$ cat config.mk
export PLATFORM = sky130hd
export DESIGN_NAME = multicycle_controller_flat
export DESIGN_NICKNAME = d
export VERILOG_FILES = /design/src/rtl/multicycle_controller_pkg.sv /design/src/rtl/multicycle_controller_if.sv /design/src/rtl/multicycle_controller_mem_wait_timer.sv /design/src/rtl/multicycle_controller.sv /design/src/flat_wrapper.sv
export SDC_FILE = /design/constraint.sdc
export NUM_CORES = 1
export LEC_CHECK = 0
export CORE_AREA = 3 3 54 56
export DETAILED_ROUTE_END_ITERATION = 8
export DIE_AREA = 0 0 57 59
export GPL_ROUTABILITY_DRIVEN = 0
export PLACE_DENSITY = 0.79
export SLEW_MARGIN = 10
export SYNTH_ARGS = -nofsm -noshare
export SYNTH_HDL_FRONTEND = slang
export SYNTH_SLANG_ARGS = --single-unit
$ cat constraint.sdc
create_clock -name d_clk -period 4.7 [get_ports d_clk]
set_clock_uncertainty 0.05 [all_clocks]
set_input_delay 1.175 -clock d_clk [delete_from_list [all_inputs] [get_ports d_clk]]
set_output_delay 1.175 -clock d_clk [all_outputs]
set_load 0.01 [all_outputs]
$ cat src/rtl/multicycle_controller_pkg.sv
// Shared constants for the multicycle MIPS main control unit: opcodes,
// datapath select encodings, fault codes and the registered control word.
// No ports; imported by the controller top.
package multicycle_controller_pkg;

   // Opcode field values decoded by the controller
   localparam logic [5:0] OP_RTYPE = 6'h00;
   localparam logic [5:0] OP_J     = 6'h02;
   localparam logic [5:0] OP_BEQ   = 6'h04;
   localparam logic [5:0] OP_BNE   = 6'h05;
   localparam logic [5:0] OP_ADDI  = 6'h08;
   localparam logic [5:0] OP_ADDIU = 6'h09;
   localparam logic [5:0] OP_SLTI  = 6'h0A;
   localparam logic [5:0] OP_SLTIU = 6'h0B;
   localparam logic [5:0] OP_ANDI  = 6'h0C;
   localparam logic [5:0] OP_ORI   = 6'h0D;
   localparam logic [5:0] OP_XORI  = 6'h0E;
   localparam logic [5:0] OP_LW    = 6'h23;
   localparam logic [5:0] OP_SW    = 6'h2B;

   // ALUOp encodings
   localparam logic [1:0] ALUOP_ADD   = 2'd0;
   localparam logic [1:0] ALUOP_SUB   = 2'd1;
   localparam logic [1:0] ALUOP_FUNCT = 2'd2;
   localparam logic [1:0] ALUOP_IMM   = 2'd3;

   // ALUSrcB encodings
   localparam logic [1:0] SRCB_B       = 2'd0;
   localparam logic [1:0] SRCB_FOUR    = 2'd1;
   localparam logic [1:0] SRCB_IMM     = 2'd2;
   localparam logic [1:0] SRCB_IMM_SL2 = 2'd3;

   // PCSource encodings
   localparam logic [1:0] PCSRC_ALU    = 2'd0;
   localparam logic [1:0] PCSRC_ALUOUT = 2'd1;
   localparam logic [1:0] PCSRC_JUMP   = 2'd2;

   // Fault codes
   localparam logic [1:0] FC_NONE    = 2'b00;
   localparam logic [1:0] FC_ILLEGAL = 2'b01;
   localparam logic [1:0] FC_TIMEOUT = 2'b10;

   // Purely state-decoded control word; IRWrite is absent because it is
   // only ever the mem_ready-gated FETCH term.
   typedef struct packed {
      logic       pc_write;
      logic       pc_write_cond;
      logic       branch_ne;
      logic       iord;
      logic       mem_read;
      logic       mem_write;
      logic       mem_to_reg;
      logic       reg_dst;
      logic       reg_write;
      logic       alu_src_a;
      logic [1:0] alu_src_b;
      logic [1:0] alu_op;
      logic [1:0] pc_source;
   } ctrl_t;

endpackage

$ cat src/rtl/multicycle_controller_if.sv
// Controller <-> datapath bundle: opcode and memory handshake in, datapath
// enables/selects plus fault and debug state out.
// master = controller side, slave = datapath side.
interface multicycle_controller_if #(
   parameter int OPCODE_WIDTH = 6
);
   logic [OPCODE_WIDTH-1:0] d_c_opcode;
   logic                    mem_ready;
   logic                    PCWrite;
   logic                    PCWriteCond;
   logic                    BranchNe;
   logic                    IorD;
   logic                    MemRead;
   logic                    MemWrite;
   logic                    IRWrite;
   logic                    MemtoReg;
   logic                    RegDst;
   logic                    RegWrite;
   logic                    ALUSrcA;
   logic [1:0]              ALUSrcB;
   logic [1:0]              ALUOp;
   logic [1:0]              PCSource;
   logic                    fault;
   logic [1:0]              fault_code;
   logic [3:0]              state_o;

   modport master (
      input  d_c_opcode, mem_ready,
      output PCWrite, PCWriteCond, BranchNe, IorD, MemRead, MemWrite, IRWrite,
             MemtoReg, RegDst, RegWrite, ALUSrcA, ALUSrcB, ALUOp, PCSource,
             fault, fault_code, state_o
   );

   modport slave (
      output d_c_opcode, mem_ready,
      input  PCWrite, PCWriteCond, BranchNe, IorD, MemRead, MemWrite, IRWrite,
             MemtoReg, RegDst, RegWrite, ALUSrcA, ALUSrcB, ALUOp, PCSource,
             fault, fault_code, state_o
   );
endinterface

$ cat src/rtl/multicycle_controller_mem_wait_timer.sv
// Memory wait timer: counts consecutive not-ready cycles in a waiting state
// and flags timeout when the count reaches MEM_TIMEOUT with mem_ready still 0.
// Ports: clk_i/rst_i, wait_i (in a memory state), mem_ready_i, timeout_o (comb).
module multicycle_controller_mem_wait_timer #(
   parameter int MEM_TIMEOUT = 15,
   parameter int CNT_WIDTH   = $clog2(MEM_TIMEOUT + 1)
) (
   input  logic clk_i,
   input  logic rst_i,
   input  logic wait_i,
   input  logic mem_ready_i,
   output logic timeout_o
);
   logic [CNT_WIDTH-1:0] cnt_q, cnt_d;

   // Completion on the same cycle wins, hence the mem_ready_i term.
   assign timeout_o = wait_i && !mem_ready_i && (cnt_q == CNT_WIDTH'(MEM_TIMEOUT));

   // Count only while the FSM stays put waiting; any other cycle leaves the
   // counter at zero, so each entry to a waiting state starts from 0.
   always_comb begin
      cnt_d = '0;
      if (wait_i && !mem_ready_i && !timeout_o) begin
         cnt_d = cnt_q + CNT_WIDTH'(1);
      end
   end

   always_ff @(posedge clk_i) begin
      if (rst_i) begin
         cnt_q <= '0;
      end else begin
         cnt_q <= cnt_d;
      end
   end
endmodule

$ cat src/rtl/multicycle_controller.sv
// Multicycle MIPS main control: Moore FSM sequencing fetch/decode/execute/mem/wb.
// Latency: controls registered with the state; only IRWrite/PCWrite in FETCH follow mem_ready.
// Backpressure: FETCH/MEMRD/MEMWR stall on mem_ready=0, faulting after MEM_TIMEOUT waits.
// Ports: d_clk, d_rst (sync, active high), bus (master modport: opcode/mem_ready in, controls out).
module multicycle_controller
   import multicycle_controller_pkg::*;
#(
   parameter int OPCODE_WIDTH = 6,
   parameter int MEM_TIMEOUT  = 15,
   parameter int CNT_WIDTH    = $clog2(MEM_TIMEOUT + 1)
) (
   input logic                     d_clk,
   input logic                     d_rst,
   multicycle_controller_if.master bus
);
   typedef enum logic [3:0] {
      S_IDLE   = 4'd0,  S_FETCH  = 4'd1,  S_DECODE = 4'd2,  S_MEMADR = 4'd3,
      S_MEMRD  = 4'd4,  S_MEMWB  = 4'd5,  S_MEMWR  = 4'd6,  S_EXEC_R = 4'd7,
      S_RWB    = 4'd8,  S_EXEC_I = 4'd9,  S_IWB    = 4'd10, S_BRANCH = 4'd11,
      S_JUMP   = 4'd12, S_FAULT  = 4'd13
   } state_e;

   function automatic ctrl_t ctrl_of(state_e s, logic is_bne);
      ctrl_t c;
      c = '0;
      case (s)
         S_FETCH:  begin c.mem_read = 1'b1; c.alu_src_b = SRCB_FOUR; end
         S_DECODE: c.alu_src_b = SRCB_IMM_SL2;
         S_MEMADR: begin c.alu_src_a = 1'b1; c.alu_src_b = SRCB_IMM; end
         S_MEMRD:  begin c.mem_read = 1'b1; c.iord = 1'b1; end
         S_MEMWB:  begin c.reg_write = 1'b1; c.mem_to_reg = 1'b1; end
         S_MEMWR:  begin c.mem_write = 1'b1; c.iord = 1'b1; end
         S_EXEC_R: begin c.alu_src_a = 1'b1; c.alu_op = ALUOP_FUNCT; end
         S_RWB:    begin c.reg_write = 1'b1; c.reg_dst = 1'b1; end
         S_EXEC_I: begin c.alu_src_a = 1'b1; c.alu_src_b = SRCB_IMM; c.alu_op = ALUOP_IMM; end
         S_IWB:    c.reg_write = 1'b1;
         S_BRANCH: begin
            c.alu_src_a     = 1'b1;
            c.alu_src_b     = SRCB_B;
            c.alu_op        = ALUOP_SUB;
            c.pc_write_cond = 1'b1;
            c.pc_source     = PCSRC_ALUOUT;
            c.branch_ne     = is_bne;
         end
         S_JUMP:   begin c.pc_write = 1'b1; c.pc_source = PCSRC_JUMP; end
         default:  c = '0;
      endcase
      return c;
   endfunction

   state_e     state_q, state_d;
   ctrl_t      ctrl_q;
   logic       fault_q;
   logic [1:0] fault_code_q, fc_d;
   logic       timeout;

   logic is_lw, is_sw, is_rtype, is_beq, is_bne, is_j, is_imm;
   assign is_lw    = (bus.d_c_opcode == OPCODE_WIDTH'(OP_LW));
   assign is_sw    = (bus.d_c_opcode == OPCODE_WIDTH'(OP_SW));
   assign is_rtype = (bus.d_c_opcode == OPCODE_WIDTH'(OP_RTYPE));
   assign is_beq   = (bus.d_c_opcode == OPCODE_WIDTH'(OP_BEQ));
   assign is_bne   = (bus.d_c_opcode == OPCODE_WIDTH'(OP_BNE));
   assign is_j     = (bus.d_c_opcode == OPCODE_WIDTH'(OP_J));
   assign is_imm   = (bus.d_c_opcode == OPCODE_WIDTH'(OP_ADDI))  ||
                     (bus.d_c_opcode == OPCODE_WIDTH'(OP_ADDIU)) ||
                     (bus.d_c_opcode == OPCODE_WIDTH'(OP_SLTI))  ||
                     (bus.d_c_opcode == OPCODE_WIDTH'(OP_SLTIU)) ||
                     (bus.d_c_opcode == OPCODE_WIDTH'(OP_ANDI))  ||
                     (bus.d_c_opcode == OPCODE_WIDTH'(OP_ORI))   ||
                     (bus.d_c_opcode == OPCODE_WIDTH'(OP_XORI));

   multicycle_controller_mem_wait_timer #(
      .MEM_TIMEOUT (MEM_TIMEOUT),
      .CNT_WIDTH   (CNT_WIDTH)
   ) u_mem_wait_timer (
      .clk_i       (d_clk),
      .rst_i       (d_rst),
      .wait_i      ((state_q == S_FETCH) || (state_q == S_MEMRD) || (state_q == S_MEMWR)),
      .mem_ready_i (bus.mem_ready),
      .timeout_o   (timeout)
   );

   always_comb begin
      state_d = state_q;
      fc_d    = FC_NONE;
      case (state_q)
         S_IDLE: state_d = S_FETCH;
         S_FETCH, S_MEMRD, S_MEMWR: begin
            if (bus.mem_ready) begin
               if (state_q == S_FETCH)      state_d = S_DECODE;
               else if (state_q == S_MEMRD) state_d = S_MEMWB;
               else                         state_d = S_FETCH;
            end else if (timeout) begin
               state_d = S_FAULT;
               fc_d    = FC_TIMEOUT;
            end
         end
         S_DECODE: begin
            if (is_lw || is_sw)        state_d = S_MEMADR;
            else if (is_rtype)         state_d = S_EXEC_R;
            else if (is_imm)           state_d = S_EXEC_I;
            else if (is_beq || is_bne) state_d = S_BRANCH;
            else if (is_j)             state_d = S_JUMP;
            else begin
               state_d = S_FAULT;
               fc_d    = FC_ILLEGAL;
            end
         end
         // The IR still holds the opcode here, so LW/SW can be re-decoded.
         S_MEMADR: state_d = is_lw ? S_MEMRD : S_MEMWR;
         S_EXEC_R: state_d = S_RWB;
         S_EXEC_I: state_d = S_IWB;
         S_MEMWB, S_RWB, S_IWB, S_BRANCH, S_JUMP: state_d = S_FETCH;
         S_FAULT:  state_d = S_FAULT;
         default:  state_d = S_IDLE;
      endcase
   end

   // Controls are decoded from the next state so they line up with state_q.
   always_ff @(posedge d_clk) begin
      if (d_rst) begin
         state_q      <= S_IDLE;
         ctrl_q       <= '0;
         fault_q      <= 1'b0;
         fault_code_q <= FC_NONE;
      end else begin
         state_q <= state_d;
         ctrl_q  <= ctrl_of(state_d, is_bne);
         // FAULT is only left through reset, so the first code is kept.
         if ((state_d == S_FAULT) && (state_q != S_FAULT)) begin
            fault_q      <= 1'b1;
            fault_code_q <= fc_d;
         end
      end
   end

   logic fetch_done;
   assign fetch_done = (state_q == S_FETCH) && bus.mem_ready;

   assign bus.PCWrite     = ctrl_q.pc_write | fetch_done;
   assign bus.IRWrite     = fetch_done;
   assign bus.PCWriteCond = ctrl_q.pc_write_cond;
   assign bus.BranchNe    = ctrl_q.branch_ne;
   assign bus.IorD        = ctrl_q.iord;
   assign bus.MemRead     = ctrl_q.mem_read;
   assign bus.MemWrite    = ctrl_q.mem_write;
   assign bus.MemtoReg    = ctrl_q.mem_to_reg;
   assign bus.RegDst      = ctrl_q.reg_dst;
   assign bus.RegWrite    = ctrl_q.reg_write;
   assign bus.ALUSrcA     = ctrl_q.alu_src_a;
   assign bus.ALUSrcB     = ctrl_q.alu_src_b;
   assign bus.ALUOp       = ctrl_q.alu_op;
   assign bus.PCSource    = ctrl_q.pc_source;
   assign bus.fault       = fault_q;
   assign bus.fault_code  = fault_code_q;
   assign bus.state_o     = state_q;
endmodule

$ cat src/flat_wrapper.sv
// flat-port wrapper written by rule: the top's interface ports become plain ports
module multicycle_controller_flat import multicycle_controller_pkg::*;
#(
   parameter int OPCODE_WIDTH = 6,
   parameter int MEM_TIMEOUT  = 15,
   parameter int CNT_WIDTH    = $clog2(MEM_TIMEOUT + 1)
)
  (d_clk, d_rst, bus_d_c_opcode, bus_mem_ready, bus_PCWrite, bus_PCWriteCond, bus_BranchNe, bus_IorD, bus_MemRead, bus_MemWrite, bus_IRWrite, bus_MemtoReg, bus_RegDst, bus_RegWrite, bus_ALUSrcA, bus_ALUSrcB, bus_ALUOp, bus_PCSource, bus_fault, bus_fault_code, bus_state_o);
  multicycle_controller_if #(.OPCODE_WIDTH(OPCODE_WIDTH)) bus_i ();
  input logic d_clk;
  input logic d_rst;
  input wire logic [$bits(bus_i.d_c_opcode)-1:0] bus_d_c_opcode;
  input wire logic [$bits(bus_i.mem_ready)-1:0] bus_mem_ready;
  output wire logic [$bits(bus_i.PCWrite)-1:0] bus_PCWrite;
  output wire logic [$bits(bus_i.PCWriteCond)-1:0] bus_PCWriteCond;
  output wire logic [$bits(bus_i.BranchNe)-1:0] bus_BranchNe;
  output wire logic [$bits(bus_i.IorD)-1:0] bus_IorD;
  output wire logic [$bits(bus_i.MemRead)-1:0] bus_MemRead;
  output wire logic [$bits(bus_i.MemWrite)-1:0] bus_MemWrite;
  output wire logic [$bits(bus_i.IRWrite)-1:0] bus_IRWrite;
  output wire logic [$bits(bus_i.MemtoReg)-1:0] bus_MemtoReg;
  output wire logic [$bits(bus_i.RegDst)-1:0] bus_RegDst;
  output wire logic [$bits(bus_i.RegWrite)-1:0] bus_RegWrite;
  output wire logic [$bits(bus_i.ALUSrcA)-1:0] bus_ALUSrcA;
  output wire logic [$bits(bus_i.ALUSrcB)-1:0] bus_ALUSrcB;
  output wire logic [$bits(bus_i.ALUOp)-1:0] bus_ALUOp;
  output wire logic [$bits(bus_i.PCSource)-1:0] bus_PCSource;
  output wire logic [$bits(bus_i.fault)-1:0] bus_fault;
  output wire logic [$bits(bus_i.fault_code)-1:0] bus_fault_code;
  output wire logic [$bits(bus_i.state_o)-1:0] bus_state_o;
  assign bus_i.d_c_opcode = bus_d_c_opcode;
  assign bus_i.mem_ready = bus_mem_ready;
  assign bus_PCWrite = bus_i.PCWrite;
  assign bus_PCWriteCond = bus_i.PCWriteCond;
  assign bus_BranchNe = bus_i.BranchNe;
  assign bus_IorD = bus_i.IorD;
  assign bus_MemRead = bus_i.MemRead;
  assign bus_MemWrite = bus_i.MemWrite;
  assign bus_IRWrite = bus_i.IRWrite;
  assign bus_MemtoReg = bus_i.MemtoReg;
  assign bus_RegDst = bus_i.RegDst;
  assign bus_RegWrite = bus_i.RegWrite;
  assign bus_ALUSrcA = bus_i.ALUSrcA;
  assign bus_ALUSrcB = bus_i.ALUSrcB;
  assign bus_ALUOp = bus_i.ALUOp;
  assign bus_PCSource = bus_i.PCSource;
  assign bus_fault = bus_i.fault;
  assign bus_fault_code = bus_i.fault_code;
  assign bus_state_o = bus_i.state_o;
  multicycle_controller #(.OPCODE_WIDTH(OPCODE_WIDTH), .MEM_TIMEOUT(MEM_TIMEOUT), .CNT_WIDTH(CNT_WIDTH)) u_core (.d_clk(d_clk), .d_rst(d_rst), .bus(bus_i));
endmodule
# After elaboration in Yosys (flattened, before gate mapping)
# Index checks and enable logic that the tools add are counted.
# Widths: inputs -> output; s select.
[totals] register_bits=27 input_bits=9 out_inout_bits=24 word_cells=120
[op_classes] addsub=1 n_eq_ne=40 muxes=31 bitwise_logic=3 reduce_logical=28
[ops] cell="$eq 4x4->1 const B" n=13
[ops] cell="$eq 6x4->1 const B" n=7
[ops] cell="$eq 4x3->1 const B" n=8
[ops] cell="$mux 4" n=7
[ops] cell="$pmux 4 s7" n=1
[ops] cell="$eq 4x2->1 const B" n=4
[ops] cell="$mux 2" n=8
[ops] cell="$eq 6x3->1 const B" n=2
[ops] cell="$eq 6x6->1 const B" n=2
[ops] cell="$pmux 2 s3" n=2
[ops] cell="$logic_or 1x1->1" n=10
[ops] cell="$mux 1" n=10
[ops] cell="$reduce_or 2->1" n=5
[ops] cell="$eq 4x1->1 const B" n=2
[ops] cell="$pmux 2 s2" n=2
[ops] cell="$eq 6x2->1 const B" n=1
[ops] cell="$logic_not 6->1" n=1
[ops] cell="$reduce_or 3->1" n=2
[ops] cell="$reduce_or 6->1" n=1
[ops] cell="$logic_and 1x1->1" n=5
[ops] cell="$add 4x1->4 const B" n=1
[ops] cell="$logic_not 4->1" n=1
[ops] cell="$ne 4x4->1 const B" n=1
[ops] cell="$reduce_or 4->1" n=1
[ops] cell="other kinds (4)" n=6

# Logic depth before layout (Yosys ltp)
[depth] depth_word=14 depth_mapped=8 mapped_depth_nobuf=7

# Cells and area by module
# From an unflattened synthesis, not the netlist that was laid out.
[hier_totals] cells_unflattened=145 hier_area_um2=1335.0
[by_module_without_submodules] mod="multicycle_controller" n_inst=1 cells_per_inst=129 area_per_inst_um2=1168.6 seq_area_each_um2=440.4
[by_module_without_submodules] mod="multicycle_controller_mem_wait_timer" n_inst=1 cells_per_inst=16 area_per_inst_um2=166.4 seq_area_each_um2=80.1

# Worst setup path after synthesis
# Ideal clock, no wire load.
[synth_path] path_type="input to output" start="in bus_mem_ready" end="out bus_PCWrite" t_arrival_ns=1.646 t_required_ns=3.475 setup_slack_ns=1.829 path_stages=2 path_buffers=0 cell_sequence="and3_1 > or2_2"
[synth_between] elab_chain_len=2
[synth_lines] item="from (decl)" line="flat_wrapper.sv:13" source="input wire logic [$bits(bus_i.mem_ready)-1:0] bus_mem_ready;"
[synth_lines] item="$logic_and 1x1->1" line="multicycle_controller.sv:138" source="assign fetch_done = (state_q == S_FETCH) && bus.mem_ready;"
[synth_lines] item="$or 1x1->1" line="multicycle_controller.sv:140" source="assign bus.PCWrite = ctrl_q.pc_write | fetch_done;"
[synth_lines] item="to (decl)" line="flat_wrapper.sv:14" source="output wire logic [$bits(bus_i.PCWrite)-1:0] bus_PCWrite;"
# No other way between the ends.

# Worst setup path in the final report
# Ends and elaborated chain as after synthesis.

==> flow_summary.toml <==
[routing]
drt_pass1_iterations = 4
drcViolationCount = 0
wl_per_cell_um = 13.2
num_vias = 1095
drtIter0Drc = 18
drt_wl_total_mm = 2.57
viasPerCell = 5.62
antenna_left = 0

[finish]
fin_util_pct = 63.7
drive_gt1_share_pct = 9.70
insertedDiodeCount = 0
area_delta_synth_final_pct = 31.2
final_net_count = 176
fillCellCount = 217

[global_route]
antenna_found_initial = 0
grt_pass1_wl_mm = 4.31
overflow = 0
grt_max_degree = 16
grt_pass1_vias = 971
grt_util_all_layers_pct = 16.2

[logic_synthesis]
async_flop_share_pct = 0
ys_types = 46
synth_seq_cells = 26
synth_edf_count = 0
synth_area_um2 = 1200
synth.net_count = 145
synth.avg_cell_area_um2 = 8.92
postSynthCellCount = 135
synth.area.top_cells = "dfxtp_1 43%, nor2_1 5.6%, and3_1 3.1%, nand3_1 2.9%, inv_1 2.2%"
synth_top_cell_by_area = "dfxtp_1"
synth_top_flop_cell = "dfxtp_1"
synthTopCellsByCount = "26 x dfxtp_1, 18 x nor2_1, 7 x inv_1, 7 x nand3_1"
synth-seq-area-share_pct = 43.2
synth_most_common_cell = "dfxtp_1"
yosysTopAreaCellShare_pct = 43.2
yosys_warnings = 0

[cts]
clockRootBuffer = "clkbuf_4"
clock_latency_ps = 320
post_cts_buffers = 0
cts_hold_buf = 0
cts_tree = "done"
clock-sinks = 26
cts-resized-gates = 0
htree_levels = 1
cts_buffer_depth = 2
numCtsBuffers = 3
clkTransAtPathRegs_ps = 140

[power_and_ir_drop]
power_density_nw_per_um2 = 351
p_leak_nw = 0.592
peakVddDrop_uv = 270

[worst_setup_path]
worstRegToRegCells = 6
reg2reg_from = "u_core.bus.state_o[0]"
cp_slowest_stage_delay_ps = 500
crit_buf_inv = 2
critPathTopFamily = "buffers and inverters"
worstSetupPathType = "in -> out"
crit_arrival_ps = 2630
crit_cells = 4
cp-start-kind = "input port"
critPathSlowestCell = "clkdlybuf4s50_1"
startpoint = "bus_mem_ready"
crit_chain = "clkdlybuf4s50_1 > and3_1 > or2_2 > clkdlybuf4s50_1"
path_common_cell = "clkdlybuf4s50_1"
r2r_slack_ps = 2190
cp-end-kind = "output pin"
endpoint = "bus_PCWrite"
r2r_end = "u_core.bus.BranchNe"
required_ps = 3470
crit_fanout = 6

[timing]
rsz0062_at_grt = "no"
drv_slew = 0
worstMarginPinSlew_ps = 546
timing.fmax_mhz = 260
hold_violations = 0
relSlewSlack_pct = 63.5
min_period_ps = 3850
postLayoutSetupSlackWorst_ps = 847
fin_tns_setup_ps = 0
setup_violations = 0
min_period_over_period_pct = 82.0

[placed_design]
pre_cts_ws_ps = 854
numPortBuffers = 32
hpwlAfterDp_mm = 1.91

[floorplan]
die_w_um = 57
dieHeight_um = 59
rows = 18
coreArea_um2 = 2480
io_pins = 33
die_area_um2 = 3360
start_util_pct = 48.6

[min_path]
hold_path.class = "reg -> reg"

[outcome]
status = "finished, final reports clean"

[job]
maxCapViolCount = 0
[stage by stage]
step,instance area [um2],instances,power (mW),hold WS (ps)
CTS,1580,195,0.558,425
detailed placement,1530,191,0.407,399
floorplan,1200,135,0.348,368
global route,1580,195,0.584,446
finish,1580,195,0.555,420
global placement,1530,191,0.403,378
[state kept, by name (all words and copies together) (netlist names)]
register and flops:
u_core.bus.state_o 4, u_core.u_mem_wait_timer.cnt_q 4, u_core.bus.ALUOp 2, u_core.bus.ALUSrcB 2
u_core.bus.PCSource 2, u_core.bus.fault_code 2, u_core.bus.ALUSrcA 1, u_core.bus.BranchNe 1
u_core.bus.IorD 1, u_core.bus.MemRead 1, u_core.bus.MemWrite 1, u_core.bus.MemtoReg 1
u_core.bus.PCWriteCond 1, u_core.bus.RegDst 1, u_core.bus.RegWrite 1, u_core.bus.fault 1
[worst min-delay path by stage]
stage	start	end	cells past startpoint
after floorplan	u_core.u_mem_wait_timer.cnt_q[0]	u_core.u_mem_wait_timer.cnt_q[0]	1
after global placement	u_core.u_mem_wait_timer.cnt_q[0]	u_core.u_mem_wait_timer.cnt_q[0]	1
after detailed placement	u_core.u_mem_wait_timer.cnt_q[0]	u_core.u_mem_wait_timer.cnt_q[0]	1
after CTS	u_core.u_mem_wait_timer.cnt_q[0]	u_core.u_mem_wait_timer.cnt_q[0]	1
after global routing	u_core.bus.fault_code[0]	u_core.bus.fault_code[0]	2
final	u_core.u_mem_wait_timer.cnt_q[0]	u_core.u_mem_wait_timer.cnt_q[0]	1
[per-layer routing]
layer / routed length (um) / GRT usage (%)
met5: 0 / 0
met4: 31 / 5.63
met3: 168 / 3.92
met2: 1200 / 25.4
met1: 1170 / 21.7
[cells in the final DEF (no fill, tap or decap), types with 3 or more instances in the layout]
cell             instances
dfxtp_1                 26
nand2_1                  6
or2_2                    3
inv_1                    7
nand3_1                  7
clkbuf_4                 3
nand2b_1                 3
and3_1                   6
clkdlybuf4s50_1         32
nor2_1                  18
o21ai_0                  5
nor2b_1                  3
o22ai_1                  3
[power by group]
group	switching [mW]	total [mW]	internal, mW
registers	0.0179	0.256	0.238
clock network	0.0663	0.153	0.0862
logic	0.0708	0.146	0.0756
[worst reg2reg max path, delay by kind of cell (launching register included)]
family,cells,cell delay (ps)
compound gates,2,500
flops,1,600
simple gates,4,1300
[kinds of logic (layout without fill, tap and decap cells)]
logic type / count (synthesis) / in the layout / share of synthesized area (%)
muxes: 1 / 1 / 0.832
and+or+nand+nor: 64 / 64 / 30.7
AOI/OAI and AO/OA: 26 / 26 / 16.2
buffers and inverters: 13 / 43 / 5.09
adders and majority gates: 1 / 1 / 1.04
xor gates and xnor gates: 4 / 4 / 2.91
DFF: 26 / 26 / 43.2
[layout make-up]
| class | count | area, um2 | area share (%) |
|---|---|---|---|
| multi-input cells | 96 | 622 | 39.4 |
| clock buffers | 3 | 22.5 | 1.43 |
| repair buffers | 32 | 320 | 20.3 |
| clock inverters | 1 | 30.0 | 1.90 |
| well taps | 30 | 37.5 | 2.38 |
| inverters | 7 | 26.3 | 1.66 |
| flip-flops and latches | 26 | 520 | 33.0 |
Power figures use the tool's default switching activity.
